<file path="config.mk">
export PLATFORM = sky130hd
export DESIGN_NAME = mix_columns_pipe
export DESIGN_NICKNAME = d
export VERILOG_FILES = /design/src/rtl/aes_gf_pkg.sv /design/src/rtl/mix_column_lane.sv /design/src/rtl/mix_columns_pipe.sv
export SDC_FILE = /design/constraint.sdc
export NUM_CORES = 1
export LEC_CHECK = 0
export BUFFER_PORTS_ARGS = -buffer_cell sky130_fd_sc_hd__buf_2
export CAP_MARGIN = 20
export CORE_MARGIN = 3
export CORE_UTILIZATION = 48
export DETAILED_ROUTE_END_ITERATION = 8
export PLACE_DENSITY_LB_ADDON = 0.3
export SETUP_SLACK_MARGIN = 0.5
export SLEW_MARGIN = 10
export SYNTH_ARGS = -nofsm -noshare
export SYNTH_HDL_FRONTEND = slang
export SYNTH_SLANG_ARGS = --single-unit
</file>
<file path="constraint.sdc">
create_clock -name clk -period 2.45 [get_ports clk]
set_clock_uncertainty 0.2 [all_clocks]
set_input_delay 0.1225 -clock clk [delete_from_list [all_inputs] [get_ports clk]]
set_output_delay 0.1225 -clock clk [all_outputs]
set_load 0.005 [all_outputs]
</file>
<file path="src/rtl/aes_gf_pkg.sv">
`default_nettype none
// ============================================================================
//  Module     : aes_gf_pkg
//  Purpose    : Shared GF(2^8) helpers for the AES MixColumns datapath:
//               the reduction polynomial, xtime, constant-coefficient
//               multiply and the controller state encoding.
//  Ports      : none (package)
//  Config     : none
//  Revision   : 1.0  initial release
// ============================================================================
package aes_gf_pkg;

  // Low byte of x^8 + x^4 + x^3 + x + 1 (0x11b); x^8 is implied by xtime.
  localparam logic [7:0] c_gf_poly = 8'h1b;

  typedef enum logic [1:0] {
    ST_IDLE = 2'd0,
    ST_BUSY = 2'd1,
    ST_DONE = 2'd2
  } state_t;

  // Multiply by x (02) with reduction.
  function automatic logic [7:0] xtime(input logic [7:0] a);
    return {a[6:0], 1'b0} ^ (a[7] ? c_gf_poly : 8'h00);
  endfunction

  // Multiply by a 4-bit constant coefficient using an xtime chain.
  // Callers pass literal coefficients, so the unused partial products fold away.
  function automatic logic [7:0] gf_mul(input logic [7:0] a, input logic [3:0] c);
    logic [7:0] x2, x4, x8;
    x2 = xtime(a);
    x4 = xtime(x2);
    x8 = xtime(x4);
    return ({8{c[0]}} & a) ^ ({8{c[1]}} & x2) ^ ({8{c[2]}} & x4) ^ ({8{c[3]}} & x8);
  endfunction

endpackage : aes_gf_pkg
`default_nettype wire

</file>
<file path="src/rtl/mix_column_lane.sv">
`default_nettype none
// ============================================================================
//  Module     : mix_column_lane
//  Purpose    : Combinational MixColumns / InvMixColumns of one 32-bit column.
//               col_i[31:24] is row 0.
//  Ports      : col_i [31:0] column in
//               inv_i        1 = inverse transform (only with MIXCOL_INV_EN)
//               col_o [31:0] transformed column
//  Config     : MIXCOL_INV_EN - build the inverse datapath; when undefined,
//               inv_i is ignored and the forward transform is always applied.
//  Revision   : 1.0  initial release
// ============================================================================
module mix_column_lane
  import aes_gf_pkg::*;
(
  input  logic [31:0] col_i,
  input  logic        inv_i,
  output logic [31:0] col_o
);

  logic [7:0] w_a [4];
  logic [7:0] w_b [4];

  assign w_a[0] = col_i[31:24];
  assign w_a[1] = col_i[23:16];
  assign w_a[2] = col_i[15:8];
  assign w_a[3] = col_i[7:0];

  for (genvar r = 0; r < 4; r++) begin : g_row
    logic [7:0] w_fwd;
    assign w_fwd = gf_mul(w_a[r], 4'h2) ^ gf_mul(w_a[(r+1)%4], 4'h3)
                 ^ w_a[(r+2)%4] ^ w_a[(r+3)%4];
`ifdef MIXCOL_INV_EN
    logic [7:0] w_inv;
    assign w_inv = gf_mul(w_a[r], 4'he) ^ gf_mul(w_a[(r+1)%4], 4'hb)
                 ^ gf_mul(w_a[(r+2)%4], 4'hd) ^ gf_mul(w_a[(r+3)%4], 4'h9);
    assign w_b[r] = inv_i ? w_inv : w_fwd;
`else
    assign w_b[r] = w_fwd;
`endif
  end

`ifndef MIXCOL_INV_EN
  logic w_unused_inv;
  assign w_unused_inv = inv_i;
`endif

  assign col_o = {w_b[0], w_b[1], w_b[2], w_b[3]};

endmodule : mix_column_lane
`default_nettype wire

</file>
<file path="src/rtl/mix_columns_pipe.sv">
`default_nettype none
// ============================================================================
//  Module     : mix_columns_pipe
//  Purpose    : Iterative AES (Inv)MixColumns over a 128-bit state, LANES
//               columns per cycle, valid/ready on both sides.
//  Params     : LANES   columns per cycle (1, 2 or 4)
//               OUT_REG 1 = registered data_out, 0 = driven from working reg
//  Ports      : clk, rst_n (async, active low)
//               in_valid/in_ready/data_in[127:0]/inv   input handshake
//               out_valid/out_ready/data_out[127:0]    output handshake
//               data_in[127:96] is column 0; row 0 is the top byte of a column.
//  Config     : MIXCOL_INV_EN - enables the inverse transform (see lane).
//  Revision   : 1.0  initial release
// ============================================================================
module mix_columns_pipe
  import aes_gf_pkg::*;
#(
  parameter int LANES   = 1,
  parameter int OUT_REG = 1
) (
  input  logic         clk,
  input  logic         rst_n,
  input  logic         in_valid,
  output logic         in_ready,
  input  logic [127:0] data_in,
  input  logic         inv,
  output logic         out_valid,
  input  logic         out_ready,
  output logic [127:0] data_out
);

  state_t            state_q, state_d;
  logic [1:0]        col_q, col_d;
  logic              inv_q, inv_d;
  // Element 0 is the most-significant word, i.e. column 0.
  logic [0:3][31:0]  work_q, work_d;

  logic [31:0]       w_lane_out [LANES];
  logic [2:0]        w_col_sum;
  logic              w_accept;
  logic              w_last;

  assign w_accept  = in_valid & in_ready;
  assign w_col_sum = {1'b0, col_q} + 3'(LANES);
  // Final BUSY cycle: this edge writes the last columns.
  assign w_last    = (state_q == ST_BUSY) && w_col_sum[2];

  // ---------------- FSM: state register ----------------
  always_ff @(posedge clk or negedge rst_n) begin
    if (!rst_n) state_q <= ST_IDLE;
    else        state_q <= state_d;
  end

  // ---------------- FSM: next state ----------------
  always_comb begin
    state_d = state_q;
    case (state_q)
      ST_IDLE: if (in_valid) state_d = ST_BUSY;
      ST_BUSY: if (w_col_sum[2]) state_d = ST_DONE;
      ST_DONE: if (out_ready) state_d = in_valid ? ST_BUSY : ST_IDLE;
      default: state_d = ST_IDLE;
    endcase
  end

  // ---------------- FSM: outputs ----------------
  always_comb begin
    in_ready  = (state_q == ST_IDLE) || ((state_q == ST_DONE) && out_ready);
    out_valid = (state_q == ST_DONE);
  end

  // ---------------- Column lanes ----------------
  for (genvar g = 0; g < LANES; g++) begin : g_lane
    mix_column_lane u_lane (
      .col_i (work_q[col_q + 2'(g)]),
      .inv_i (inv_q),
      .col_o (w_lane_out[g])
    );
  end

  // ---------------- Working register ----------------
  always_comb begin
    work_d = work_q;
    col_d  = col_q;
    inv_d  = inv_q;
    if (w_accept) begin
      work_d = data_in;
      col_d  = 2'd0;
      inv_d  = inv;
    end else if (state_q == ST_BUSY) begin
      col_d = w_col_sum[1:0];
      for (int g = 0; g < LANES; g++) begin
        work_d[col_q + 2'(g)] = w_lane_out[g];
      end
    end
  end

  always_ff @(posedge clk or negedge rst_n) begin
    if (!rst_n) begin
      work_q <= '0;
      col_q  <= 2'd0;
      inv_q  <= 1'b0;
    end else begin
      work_q <= work_d;
      col_q  <= col_d;
      inv_q  <= inv_d;
    end
  end

  // ---------------- Output stage ----------------
  if (OUT_REG != 0) begin : g_out_reg
    logic [127:0] data_out_q;
    always_ff @(posedge clk or negedge rst_n) begin
      if (!rst_n)      data_out_q <= '0;
      else if (w_last) data_out_q <= work_d;
    end
    assign data_out = data_out_q;
  end else begin : g_out_comb
    // Working register is frozen outside BUSY, so DONE holds it stable.
    assign data_out = work_q;
  end

endmodule : mix_columns_pipe
`default_nettype wire

</file>
==> impl_metrics.prom <==
# TYPE chip_impl_metric gauge
chip_impl_info{name="status",value="complete, but fails checks"} 1
chip_impl_info{name="violations",value="negative setup slack"} 1
chip_impl_metric{name="clock_pin_slew_on_the_worst_setup_and_hold_paths",unit="ns"} 0.06
chip_impl_metric{name="antennaDiodeCount",unit=""} 0
chip_impl_metric{name="timing.max_slew.rel_slack",unit="%"} 48.5
chip_impl_metric{name="post-route-cell-area",unit="µm²"} 19000
chip_impl_metric{name="chipHeight",unit="µm"} 173
chip_impl_info{name="netlist_top_cells_count",value="sky130_fd_sc_hd__dfrtp_1 (260), sky130_fd_sc_hd__and2_1 (129), sky130_fd_sc_hd__mux2i_1 (128)"} 1
chip_impl_metric{name="synth.net_count",unit=""} 1275
chip_impl_metric{name="critPathMaxFanout",unit=""} 8
chip_impl_metric{name="drt_iter0_markers",unit=""} 1071
chip_impl_metric{name="number_of_flip_flops_and_latches_in_the_synthesized_netlist",unit=""} 260
chip_impl_metric{name="max_cap_violations",unit=""} 0
chip_impl_info{name="holdCritPathClass",value="input port to flop"} 1
chip_impl_metric{name="area_growth_syn_to_layout",unit="%"} 41.2
chip_impl_metric{name="numClockSinks",unit=""} 260
chip_impl_metric{name="report.final.hold_viol_count",unit=""} 0
chip_impl_metric{name="grt_antenna_before_repair",unit=""} 0
chip_impl_info{name="cts_tree",value="built"} 1
chip_impl_metric{name="netlist_area",unit="µm²"} 13400
chip_impl_metric{name="ant_nets",unit=""} 0
chip_impl_metric{name="finalSetupViolCount",unit=""} 251
chip_impl_metric{name="r2r_worst_path_depth",unit=""} 6
chip_impl_metric{name="cell_count_after_synthesis",unit=""} 1138
chip_impl_metric{name="reg2reg_slack",unit="ns"} -0.18
chip_impl_metric{name="hpwlAfterDp",unit="mm"} 28.8
chip_impl_info{name="yosys.cell_count.top_type",value="sky130_fd_sc_hd__dfrtp_1"} 1
chip_impl_info{name="cp-end-kind",value="flop"} 1
chip_impl_metric{name="start_util",unit="%"} 49.3
chip_impl_metric{name="h-tree-depth",unit=""} 1
chip_impl_metric{name="synth_sequential_area_ratio",unit="%"} 48.5
chip_impl_metric{name="clkLatencyLatePin",unit="ns"} 0.54
chip_impl_info{name="launching_element_of_the_worst_setup_path",value="col_q[0]"} 1
chip_impl_metric{name="fmax",unit="MHz"} 380
chip_impl_metric{name="clock_path_buffers",unit=""} 3
chip_impl_metric{name="synth.yosys.warnings",unit=""} 0
chip_impl_metric{name="rows",unit=""} 60
chip_impl_metric{name="fin_util",unit="%"} 69.6
chip_impl_info{name="start_kind",value="flop"} 1
chip_impl_metric{name="core-area",unit="µm²"} 27300
chip_impl_metric{name="grt_usage",unit="%"} 28.3
chip_impl_info{name="critPathCapture",value="work_q[113]"} 1
chip_impl_metric{name="finalNetCount",unit=""} 1725
chip_impl_metric{name="viasPerCell",unit=""} 5.78
chip_impl_metric{name="synth_top_area_share",unit="%"} 48.5
chip_impl_info{name="clk_root_buf",value="sky130_fd_sc_hd__clkbuf_16"} 1
chip_impl_metric{name="worst-endpoint-arrival",unit="ns"} 2.89
chip_impl_metric{name="detail_route.drc_violations",unit=""} 0
chip_impl_info{name="synth_top_cells_by_area",value="sky130_fd_sc_hd__dfrtp_1 (48%), sky130_fd_sc_hd__mux2i_1 (9.5%), sky130_fd_sc_hd__and2_1 (6.0%), sky130_fd_sc_hd__mux4_2 (5.4%), sky130_fd_sc_hd__xnor3_1 (5.4%)"} 1
chip_impl_metric{name="grt_start_max_net_pins",unit=""} 79
chip_impl_metric{name="finalWirelength",unit="mm"} 44.0
chip_impl_metric{name="dr.pass1.iters",unit=""} 5
chip_impl_info{name="rsz0062_at_grt",value="yes"} 1
chip_impl_metric{name="place_area",unit="µm²"} 16000
chip_impl_metric{name="final.min_clock_period",unit="ns"} 2.63
chip_impl_info{name="regToRegEndpoint",value="work_q[113]"} 1
chip_impl_metric{name="setup_ws",unit="ns"} -0.182
chip_impl_metric{name="synth_enable_flop_cells",unit=""} 0
chip_impl_metric{name="wire_per_inst",unit="µm"} 22.2
chip_impl_metric{name="slew_viol_final",unit=""} 0
chip_impl_metric{name="synthesis.area_per_instance",unit="µm²"} 11.8
chip_impl_metric{name="overall_via_count_from_detail_route",unit=""} 11400
chip_impl_metric{name="timing.critical_path.required",unit="ns"} 2.71
chip_impl_info{name="setup.worst_path.class",value="flop to flop"} 1
chip_impl_metric{name="tightest_slew",unit="ns"} 0.771
chip_impl_info{name="yosysTopAreaCell",value="sky130_fd_sc_hd__dfrtp_1"} 1
chip_impl_metric{name="period_share",unit="%"} 107
chip_impl_metric{name="io_pins",unit=""} 263
chip_impl_metric{name="first_global_vias",unit=""} 11500
chip_impl_metric{name="die_area",unit="µm²"} 30000
chip_impl_info{name="worst_r2r_startpoint",value="col_q[0]"} 1
chip_impl_metric{name="routabilityCongestion",unit=""} 0.830
chip_impl_metric{name="dieWidth",unit="µm"} 173
chip_impl_metric{name="synthDistinctLibCells",unit=""} 35
chip_impl_info{name="postSynth.topFlopCell",value="sky130_fd_sc_hd__dfrtp_1"} 1
chip_impl_metric{name="port_buffers",unit=""} 261
chip_impl_metric{name="grt_overflow",unit=""} 0
chip_impl_metric{name="clock_buffers_created_by_tritoncts",unit=""} 28
chip_impl_metric{name="global_route_wire_length_before_repair",unit="mm"} 67.5
chip_impl_metric{name="final_layout_size_suffix_gt1_share",unit="%"} 37.1
chip_impl_metric{name="synth-async-reset-ratio",unit="%"} 100
-- timing repair --
item                       CTS  global route
pin swaps                   28            35
buffers inserted            19            10
setup endpoints to repair  256           258
hold buffers               132             0
hold endpoints to repair   391             0
cloned                       0             1
resized for setup           56            95
-- placed cells by master, fill, tap and decap left out, types with 5 or more instances in the layout --
cell                            instances
sky130_fd_sc_hd__xor3_1                 5
sky130_fd_sc_hd__buf_12                29
sky130_fd_sc_hd__clkbuf_16             30
sky130_fd_sc_hd__mux2i_1              128
sky130_fd_sc_hd__buf_2                260
sky130_fd_sc_hd__xnor3_2               21
sky130_fd_sc_hd__and2_1               129
sky130_fd_sc_hd__mux4_2                32
sky130_fd_sc_hd__o21ai_1              124
sky130_fd_sc_hd__buf_6                 19
sky130_fd_sc_hd__a22oi_1               36
sky130_fd_sc_hd__buf_4                 69
sky130_fd_sc_hd__xnor2_2                8
sky130_fd_sc_hd__a21oi_1               42
sky130_fd_sc_hd__xor2_4                 7
sky130_fd_sc_hd__dfrtp_1              258
sky130_fd_sc_hd__o21ai_2               60
sky130_fd_sc_hd__clkbuf_1               7
sky130_fd_sc_hd__xor2_2                 6
sky130_fd_sc_hd__o21ai_0               12
sky130_fd_sc_hd__o22ai_1               60
sky130_fd_sc_hd__a21oi_2               22
sky130_fd_sc_hd__nand2_1               35
sky130_fd_sc_hd__xnor2_4                8
sky130_fd_sc_hd__dlygate4sd3_1        132
sky130_fd_sc_hd__xnor3_1               13
-- per-layer routing --
layer	global-route usage, %	part of all wire (%)	vias to the layer above
met2	45.5	48	520
li1	-	-	5055
met1	40.2	42	5774
met4	7.60	2.3	0
met5	0	0	-
met3	5.12	7.5	71
-- stage by stage --
step,worst slack [ns],TNS [ns],instances,hold WS [ns]
3_3_place_gp,-0.162,-19.55,1767,-0.0696
5_1_grt,-0.241,-38.40,1977,0.146
6_report,-0.182,-23.11,1977,0.123
2_1_floorplan,-0.0589,-1.57,1138,-0.373
3_5_place_dp,-0.235,-27.52,1768,-0.0637
4_1_cts,-0.153,-21.45,1966,0.0993
-- logic make-up after synthesis --
family	count (synthesis)	share of synthesized area, %
flip-flops	260	48.5
buffers and inverters	97	3.23
adder cells (fa/ha/maj)	4	0.373
AO/OA/AOI/OAI	360	14.7
multiplexers	160	14.9
XOR/XNOR	77	10.7
AND/OR/NAND/NOR	180	7.63
-- worst min-delay path by stage --
stage	from	end	cells after the start
5_1_grt	out_ready	state_q[1]	3
3_5_place_dp	rst_n	work_q[121]	1
4_1_cts	out_ready	state_q[1]	3
6_report	out_ready	state_q[1]	3
2_1_floorplan	rst_n	col_q[0]	0
3_3_place_gp	rst_n	work_q[28]	1
-- critical path, stage by stage, from the launching register on --
cell and delay (ns):
sky130_fd_sc_hd__dfrtp_2 0.43, sky130_fd_sc_hd__buf_12 0.17, sky130_fd_sc_hd__mux4_2 0.64, sky130_fd_sc_hd__buf_12 0.19, sky130_fd_sc_hd__xor3_1 0.36, sky130_fd_sc_hd__xnor3_2 0.36, sky130_fd_sc_hd__o21ai_1 0.19
-- flip-flops by register name, indices dropped and copies added, names as in the netlist --
register	cells
work_q	128
data_out	128
state_q	2
col_q	2
-- cell type report --
type	instances	area [µm²]
timing repair buffer	513	4010
fill	1943	8290
multi-input combinational	781	7070
clock buffer	40	807
tap	372	465
inverter	4	15.0
sequential	260	6510
clock inverter	7	87.6
Power is left out: the tool's default activity adds up to more than one toggle a clock period on the data nets, which glitch-free logic cannot reach.
